File: src/rtl/processador_multiciclo_param.sv
// Parametrised multicycle processor with an external synchronous memory port.
// One shared bus carries Ry, Rx, G, mem_rdata or the PC, and the FSM selects which
// one each cycle. The register file holds NREGS words, and the top register is the PC.
//
// The instruction must fit in a data word, so DATA_W >= 4 + 2*SEL_W is required.
//
// state | meaning
// ------+-------------------------------------------------------------
// IDLE  | waiting for Run
// FETCH | ADDR <= PC, PC <= PC+1
// WAIT  | synchronous RAM read in flight
// LDIR  | IR <= mem_rdata
// EX1   | first execute step (mv/mvnz/illegal finish here)
// EX2   | second execute step (st finishes here with the write strobe)
// EX3   | third execute step (mvi/ld/alu write back Rx)
module processador_multiciclo_param #(
    parameter int DATA_W = 16,
    parameter int SEL_W  = 3,
    parameter int ADDR_W = 6
) (
    input  logic              Clock,
    input  logic              Resetn,
    input  logic              Run,
    input  logic [DATA_W-1:0] mem_rdata,
    output logic [ADDR_W-1:0] mem_addr,
    output logic [DATA_W-1:0] mem_wdata,
    output logic              mem_wren,
    output logic [DATA_W-1:0] BusWires,
    output logic              Done,
    output logic [2:0]        Tstep,
    output logic [DATA_W-1:0] pc,
    output logic [15:0]       instr_count,
    output logic              illegal
);

    localparam int NREGS  = 2 ** SEL_W;
    localparam int IR_W   = 4 + 2 * SEL_W;
    localparam int PC_IDX = NREGS - 1;

    localparam logic [3:0] OP_MV   = 4'b0000;
    localparam logic [3:0] OP_MVI  = 4'b0001;
    localparam logic [3:0] OP_ADD  = 4'b0010;
    localparam logic [3:0] OP_SUB  = 4'b0011;
    localparam logic [3:0] OP_LD   = 4'b0100;
    localparam logic [3:0] OP_ST   = 4'b0101;
    localparam logic [3:0] OP_MVNZ = 4'b0110;
    localparam logic [3:0] OP_AND  = 4'b0111;

    typedef enum logic [2:0] {
        S_IDLE  = 3'd0,
        S_FETCH = 3'd1,
        S_WAIT  = 3'd2,
        S_LDIR  = 3'd3,
        S_EX1   = 3'd4,
        S_EX2   = 3'd5,
        S_EX3   = 3'd6
    } state_t;

    state_t state, state_next;

    logic [DATA_W-1:0] regs [NREGS];
    logic [DATA_W-1:0] reg_a;
    logic [DATA_W-1:0] reg_g;
    logic [IR_W-1:0]   ir;
    logic [ADDR_W-1:0] addr_reg;
    logic [DATA_W-1:0] dout_reg;
    logic              z;

    logic [3:0]        op;
    logic [SEL_W-1:0]  rx;
    logic [SEL_W-1:0]  ry;
    logic [DATA_W-1:0] rx_val;
    logic [DATA_W-1:0] ry_val;
    logic [DATA_W-1:0] pc_val;
    logic [DATA_W-1:0] alu_res;

    // control strobes produced by the FSM decoder
    logic              bus_en;
    logic [DATA_W-1:0] bus;
    logic              rx_wr;
    logic              pc_inc;
    logic              addr_ld;
    logic              dout_ld;
    logic              a_ld;
    logic              g_ld;
    logic              ir_ld;
    logic              ill_set;
    logic              done;
    logic              wren;

    assign op     = ir[IR_W-1:2*SEL_W];
    assign rx     = ir[2*SEL_W-1:SEL_W];
    assign ry     = ir[SEL_W-1:0];
    assign rx_val = regs[rx];
    assign ry_val = regs[ry];
    assign pc_val = regs[PC_IDX];

    // ALU for add/sub/and; the result wraps modulo 2**DATA_W
    always_comb begin
        alu_res = '0;
        case (op)
            OP_ADD:  alu_res = reg_a + ry_val;
            OP_SUB:  alu_res = reg_a - ry_val;
            OP_AND:  alu_res = reg_a & ry_val;
            default: alu_res = '0;
        endcase
    end

    // state register; reset forces IDLE so Done/mem_wren drop at once
    always_ff @(posedge Clock or negedge Resetn) begin
        if (!Resetn) begin
            state <= S_IDLE;
        end else begin
            state <= state_next;
        end
    end

    // next-state decode and per-cycle control strobes
    always_comb begin
        state_next = state;
        bus_en     = 1'b0;
        bus        = '0;
        rx_wr      = 1'b0;
        pc_inc     = 1'b0;
        addr_ld    = 1'b0;
        dout_ld    = 1'b0;
        a_ld       = 1'b0;
        g_ld       = 1'b0;
        ir_ld      = 1'b0;
        ill_set    = 1'b0;
        done       = 1'b0;
        wren       = 1'b0;

        case (state)
            S_IDLE: begin
                if (Run) state_next = S_FETCH;
            end
            S_FETCH: begin
                bus_en     = 1'b1;
                bus        = pc_val;
                addr_ld    = 1'b1;
                pc_inc     = 1'b1;
                state_next = S_WAIT;
            end
            S_WAIT: begin
                state_next = S_LDIR;
            end
            S_LDIR: begin
                bus_en     = 1'b1;
                bus        = mem_rdata;
                ir_ld      = 1'b1;
                state_next = S_EX1;
            end
            S_EX1: begin
                case (op)
                    OP_MV: begin
                        bus_en = 1'b1;
                        bus    = ry_val;
                        rx_wr  = 1'b1;
                        done   = 1'b1;
                    end
                    OP_MVI: begin
                        bus_en     = 1'b1;
                        bus        = pc_val;
                        addr_ld    = 1'b1;
                        pc_inc     = 1'b1;
                        state_next = S_EX2;
                    end
                    OP_ADD, OP_SUB, OP_AND: begin
                        bus_en     = 1'b1;
                        bus        = rx_val;
                        a_ld       = 1'b1;
                        state_next = S_EX2;
                    end
                    OP_LD: begin
                        bus_en     = 1'b1;
                        bus        = ry_val;
                        addr_ld    = 1'b1;
                        state_next = S_EX2;
                    end
                    OP_ST: begin
                        // address travels on the bus, data goes straight from Rx to DOUT
                        bus_en     = 1'b1;
                        bus        = ry_val;
                        addr_ld    = 1'b1;
                        dout_ld    = 1'b1;
                        state_next = S_EX2;
                    end
                    OP_MVNZ: begin
                        bus_en = 1'b1;
                        bus    = ry_val;
                        rx_wr  = ~z;
                        done   = 1'b1;
                    end
                    default: begin
                        ill_set = 1'b1;
                        done    = 1'b1;
                    end
                endcase
            end
            S_EX2: begin
                case (op)
                    OP_MVI, OP_LD: begin
                        state_next = S_EX3;
                    end
                    OP_ADD, OP_SUB, OP_AND: begin
                        bus_en     = 1'b1;
                        bus        = ry_val;
                        g_ld       = 1'b1;
                        state_next = S_EX3;
                    end
                    OP_ST: begin
                        wren = 1'b1;
                        done = 1'b1;
                    end
                    default: begin
                        state_next = S_IDLE;
                    end
                endcase
            end
            S_EX3: begin
                case (op)
                    OP_MVI, OP_LD: begin
                        bus_en = 1'b1;
                        bus    = mem_rdata;
                        rx_wr  = 1'b1;
                        done   = 1'b1;
                    end
                    OP_ADD, OP_SUB, OP_AND: begin
                        bus_en = 1'b1;
                        bus    = reg_g;
                        rx_wr  = 1'b1;
                        done   = 1'b1;
                    end
                    default: begin
                        state_next = S_IDLE;
                    end
                endcase
            end
            default: begin
                state_next = S_IDLE;
            end
        endcase

        // Run is only sampled between instructions
        if (done) state_next = Run ? S_FETCH : S_IDLE;
    end

    // register file; an Rx write to the PC overrides the increment (never both in one cycle)
    always_ff @(posedge Clock or negedge Resetn) begin
        if (!Resetn) begin
            for (int i = 0; i < NREGS; i++) regs[i] <= '0;
        end else begin
            if (pc_inc) regs[PC_IDX] <= pc_val + DATA_W'(1);
            if (rx_wr)  regs[rx]     <= bus;
        end
    end

    // datapath registers: A, G, Z, IR, ADDR, DOUT
    always_ff @(posedge Clock or negedge Resetn) begin
        if (!Resetn) begin
            reg_a    <= '0;
            reg_g    <= '0;
            z        <= 1'b1;
            ir       <= '0;
            addr_reg <= '0;
            dout_reg <= '0;
        end else begin
            if (a_ld) reg_a <= bus;
            if (g_ld) begin
                reg_g <= alu_res;
                z     <= (alu_res == '0);
            end
            if (ir_ld)   ir       <= mem_rdata[IR_W-1:0];
            if (addr_ld) addr_reg <= bus[ADDR_W-1:0];
            if (dout_ld) dout_reg <= rx_val;
        end
    end

    // retired-instruction counter and sticky illegal-opcode flag
    always_ff @(posedge Clock or negedge Resetn) begin
        if (!Resetn) begin
            instr_count <= '0;
            illegal     <= 1'b0;
        end else begin
            if (done)    instr_count <= instr_count + 16'd1;
            if (ill_set) illegal     <= 1'b1;
        end
    end

    assign mem_addr  = addr_reg;
    assign mem_wdata = dout_reg;
    assign mem_wren  = wren;
    assign BusWires  = bus_en ? bus : '0;
    assign Done      = done;
    assign Tstep     = state;
    assign pc        = pc_val;

endmodule

File: config.mk
export PLATFORM = sky130hd
export DESIGN_NAME = processador_multiciclo_param
export DESIGN_NICKNAME = d
export VERILOG_FILES = /design/src/rtl/processador_multiciclo_param.sv
export SDC_FILE = /design/constraint.sdc
export NUM_CORES = 1
export LEC_CHECK = 0
export BUFFER_PORTS_ARGS = -buffer_cell sky130_fd_sc_hd__buf_4
export CAP_MARGIN = 20
export CORE_MARGIN = 1
export CORE_UTILIZATION = 55
export CTS_CLUSTER_SIZE = 14
export DETAILED_ROUTE_END_ITERATION = 12
export GPL_TIMING_DRIVEN = 0
export MAX_ROUTING_LAYER = met4
export PLACE_DENSITY = 0.81
export REMOVE_ABC_BUFFERS = 1
export SYNTH_ARGS = -nofsm -noshare
export SYNTH_HDL_FRONTEND = slang
export SYNTH_SLANG_ARGS = --single-unit
File: constraint.sdc
create_clock -name Clock -period 10.78 [get_ports Clock]
set_clock_uncertainty 0.2 [all_clocks]
set_input_delay 1.617 -clock Clock [delete_from_list [all_inputs] [get_ports Clock]]
set_output_delay 1.617 -clock Clock [all_outputs]
set_load 0.02 [all_outputs]
==> results.json <==
{
  "max_slew_margin_pct": 22.2,
  "cts_setup_buffers": 0,
  "wl_met1_mm": 15.0,
  "dieArea_mm2": 0.0226,
  "cp_max_fo": 20,
  "wl_met3_mm": 3.50,
  "synth_edf_count": 0,
  "yosys_warnings": 0,
  "syn_inst": 1303,
  "synthFlopType": "dfrtp_1",
  "drt_first_pass_iters": 6,
  "synth_top_area_share_pct": 43.8,
  "grt_pass1_vias": 10400,
  "cts_sinks": 213,
  "gr-usage-all-layers_pct": 34.7,
  "first_iter_violations": 1155,
  "fmax_ghz": 0.172,
  "wl_mm": 37.1,
  "num_vias": 10600,
  "vdd_ir_drop_max_v": 0.000196,
  "antenna_left": 0,
  "grt_pass1_wl_mm": 57.6,
  "worst_pin_slew_ns": 1.17,
  "rsz0062_at_grt": "false",
  "clkTransAtPathRegs_ns": 0.06,
  "drive_gt1_share_pct": 17.6,
  "holdCritStartpoint": "instr_count[15]",
  "cts_resized": 0,
  "endpoint_kind": "flop",
  "tns_ns": 0,
  "die_h_um": 150,
  "htree_levels": 1,
  "viasPerCell": 6.52,
  "cts_buffer_depth": 3,
  "cp-startpoint": "ir[1]",
  "finalMaxSlewViolations": 0,
  "period_share_pct": 53.9,
  "finalSetupViolations": 0,
  "seq_area_frac_synth_pct": 44.0,
  "ys_ff_latch": 213,
  "syn_area_per_cell_um2": 9.29,
  "initial_core_util_pct": 56.9,
  "grt_antenna_before_repair": 0,
  "gp_congestion": 0.941,
  "powerDensity_mw_per_mm2": 355,
  "place_hpwl_mm": 25.0,
  "place_area_mm2": 0.0131,
  "worstPathArrival_ns": 6.09,
  "start_kind": "flop",
  "route.met2.wl_mm": 16.9,
  "status": "finished, final reports clean",
  "hold_path_class": "flop to flop",
  "finalCriticalPeriod_ns": 5.81,
  "clk_latency_ns": 0.53,
  "rows": 53,
  "route.detailed.drc": 0,
  "synthTopCellsByArea": "dfrtp_1 44%, a21oi_1 7.1%, nor2_1 6.1%",
  "hold_viol_final": 0,
  "postLayoutCellArea_mm2": 0.0139,
  "top_layer_used": "met4",
  "synth_async_sr_flop_share_pct": 100,
  "cts_tree": "yes",
  "diodes": 0,
  "boundaryPins": 95,
  "synthToLayoutAreaGrowth_pct": 14.6,
  "critPathKind": "flop to flop",
  "syn_area_mm2": 0.0121,
  "p_leak_nw": 5.69,
  "die_x_um": 150,
  "cts-hold-fix-buffers": 0,
  "yosysTopAreaCell": "dfrtp_1",
  "grt_max_degree": 120,
  "r2r_start": "ir[1]",
  "cap_violations": 0,
  "cts-root-buf": "clkbuf_16",
  "synth_cell_types": 75,
  "cp.required_ns": 11.06,
  "cts_made_buffers": 25,
  "overflow": 0,
  "final_nets": 1375,
  "post_drt_wl_per_cell_um": 22.8,
  "core_region_area_mm2": 0.0213,
  "port_buffers": 94
}
## cell usage after synthesis, types with 12 or more instances
cell	number
a21oi_1	172
a22oi_1	67
and3_1	19
buf_4	17
clkbuf_1	73
dfrtp_1	212
ha_1	19
inv_1	27
mux2_2	27
mux2i_1	20
mux4_2	27
nand2_1	122
nand3_1	17
nand4_1	21
nor2_1	198
o21ai_0	24
o22ai_1	12
xnor2_1	30
xor2_1	22
## layout make-up
type,count,area [µm²]
clock inverters,7,71.3
flip-flops and latches,213,5330
clock buffers,36,717
repair buffers,112,1010
well taps,275,344
fillers,1666,7410
multi-input cells,957,6300
inverters,27,101
## flip-flops by register name, summed over array words and instances (netlist names), 6 cells and up
name,count
mem_wdata,16
instr_count,16
reg_g,16
pc,16
mem_addr,6
reg_a,16
ir,10
regs,112
## placed cells by master, fill, tap and decap left out, types with 11 or more instances in the layout
cell type  count
mux4_2        27
xnor2_1       30
a22oi_1       67
and3_1        19
nor2_1       187
o21ai_0       24
dfrtp_1      211
mux2_2        27
clkbuf_16     25
mux2i_1       20
nand2_1      122
a222oi_1      11
buf_4         95
inv_1         27
nand4_1       21
xor2_1        22
nand3_1       17
a21oi_1      172
o22ai_1       12
ha_1          19
## final timing paths
path,to,slack [ns],cells after the start
max,z,4.97,18
min,instr_count[15],0.27,1
max reg2reg,z,4.97,18
min reg2reg,instr_count[15],0.27,1
max in group asynchronous,regs[53],8.49,2
min in group asynchronous,regs[80],0.88,1
## worst max-delay path: stages (launching register included)
cell	delay, ns
dfrtp_2	0.82
buf_12	0.27
mux4_2	0.54
mux2_4	0.33
nor4_4	0.33
nand3_1	0.18
inv_1	0.08
a21oi_1	0.09
xor2_1	0.19
ha_1	0.37
a21oi_1	0.22
nand2_1	0.09
o31ai_1	0.32
nor2_1	0.15
a311o_1	0.38
a32oi_1	0.31
nand4_1	0.17
a2111oi_2	0.46
a32o_1	0.23
## power breakdown
part	leakage, nW	switching (W)	internal, W
Combinational	2.98	0.00157	0.00111
Sequential	2.32	0.000374	0.00106
Clock	0.378	0.000336	0.000483
## routing by layer
metal  global-route usage, %  vias to the layer above
met5                       -                        -
met4                    14.2                        0
met3                    8.15                      111
met2                    52.4                      588
met1                    44.9                     5160
li1                        -                     4742
## kinds of logic (layout without fill, tap and decap cells)
family | after synthesis | count (layout) | share of synthesized area, %
and+or+nand+nor | 454 | 454 | 17.2
AOI/OAI and AO/OA | 354 | 354 | 18.5
DFF | 213 | 213 | 44.0
buffers and inverters | 133 | 182 | 4.82
muxes | 77 | 77 | 9.55
xor gates and xnor gates | 52 | 52 | 3.76
adders and majority gates | 20 | 20 | 2.13
## stage by stage
step	total power (W)	hold WS (ns)	setup WS, ns	std cells	util [%]
4_1_cts	0.00488	0.269	4.86	1625	65.0
5_1_grt	0.00524	0.304	4.62	1627	65.2
3_3_place_gp	0.00389	0.248	4.07	1566	59.6
2_1_floorplan	0.00312	0.265	5.32	1197	-
3_5_place_dp	0.00404	0.252	5.02	1582	61.3
6_report	0.00493	0.267	4.97	1627	65.2
No activity file was read; power rests on OpenSTA's default activity.
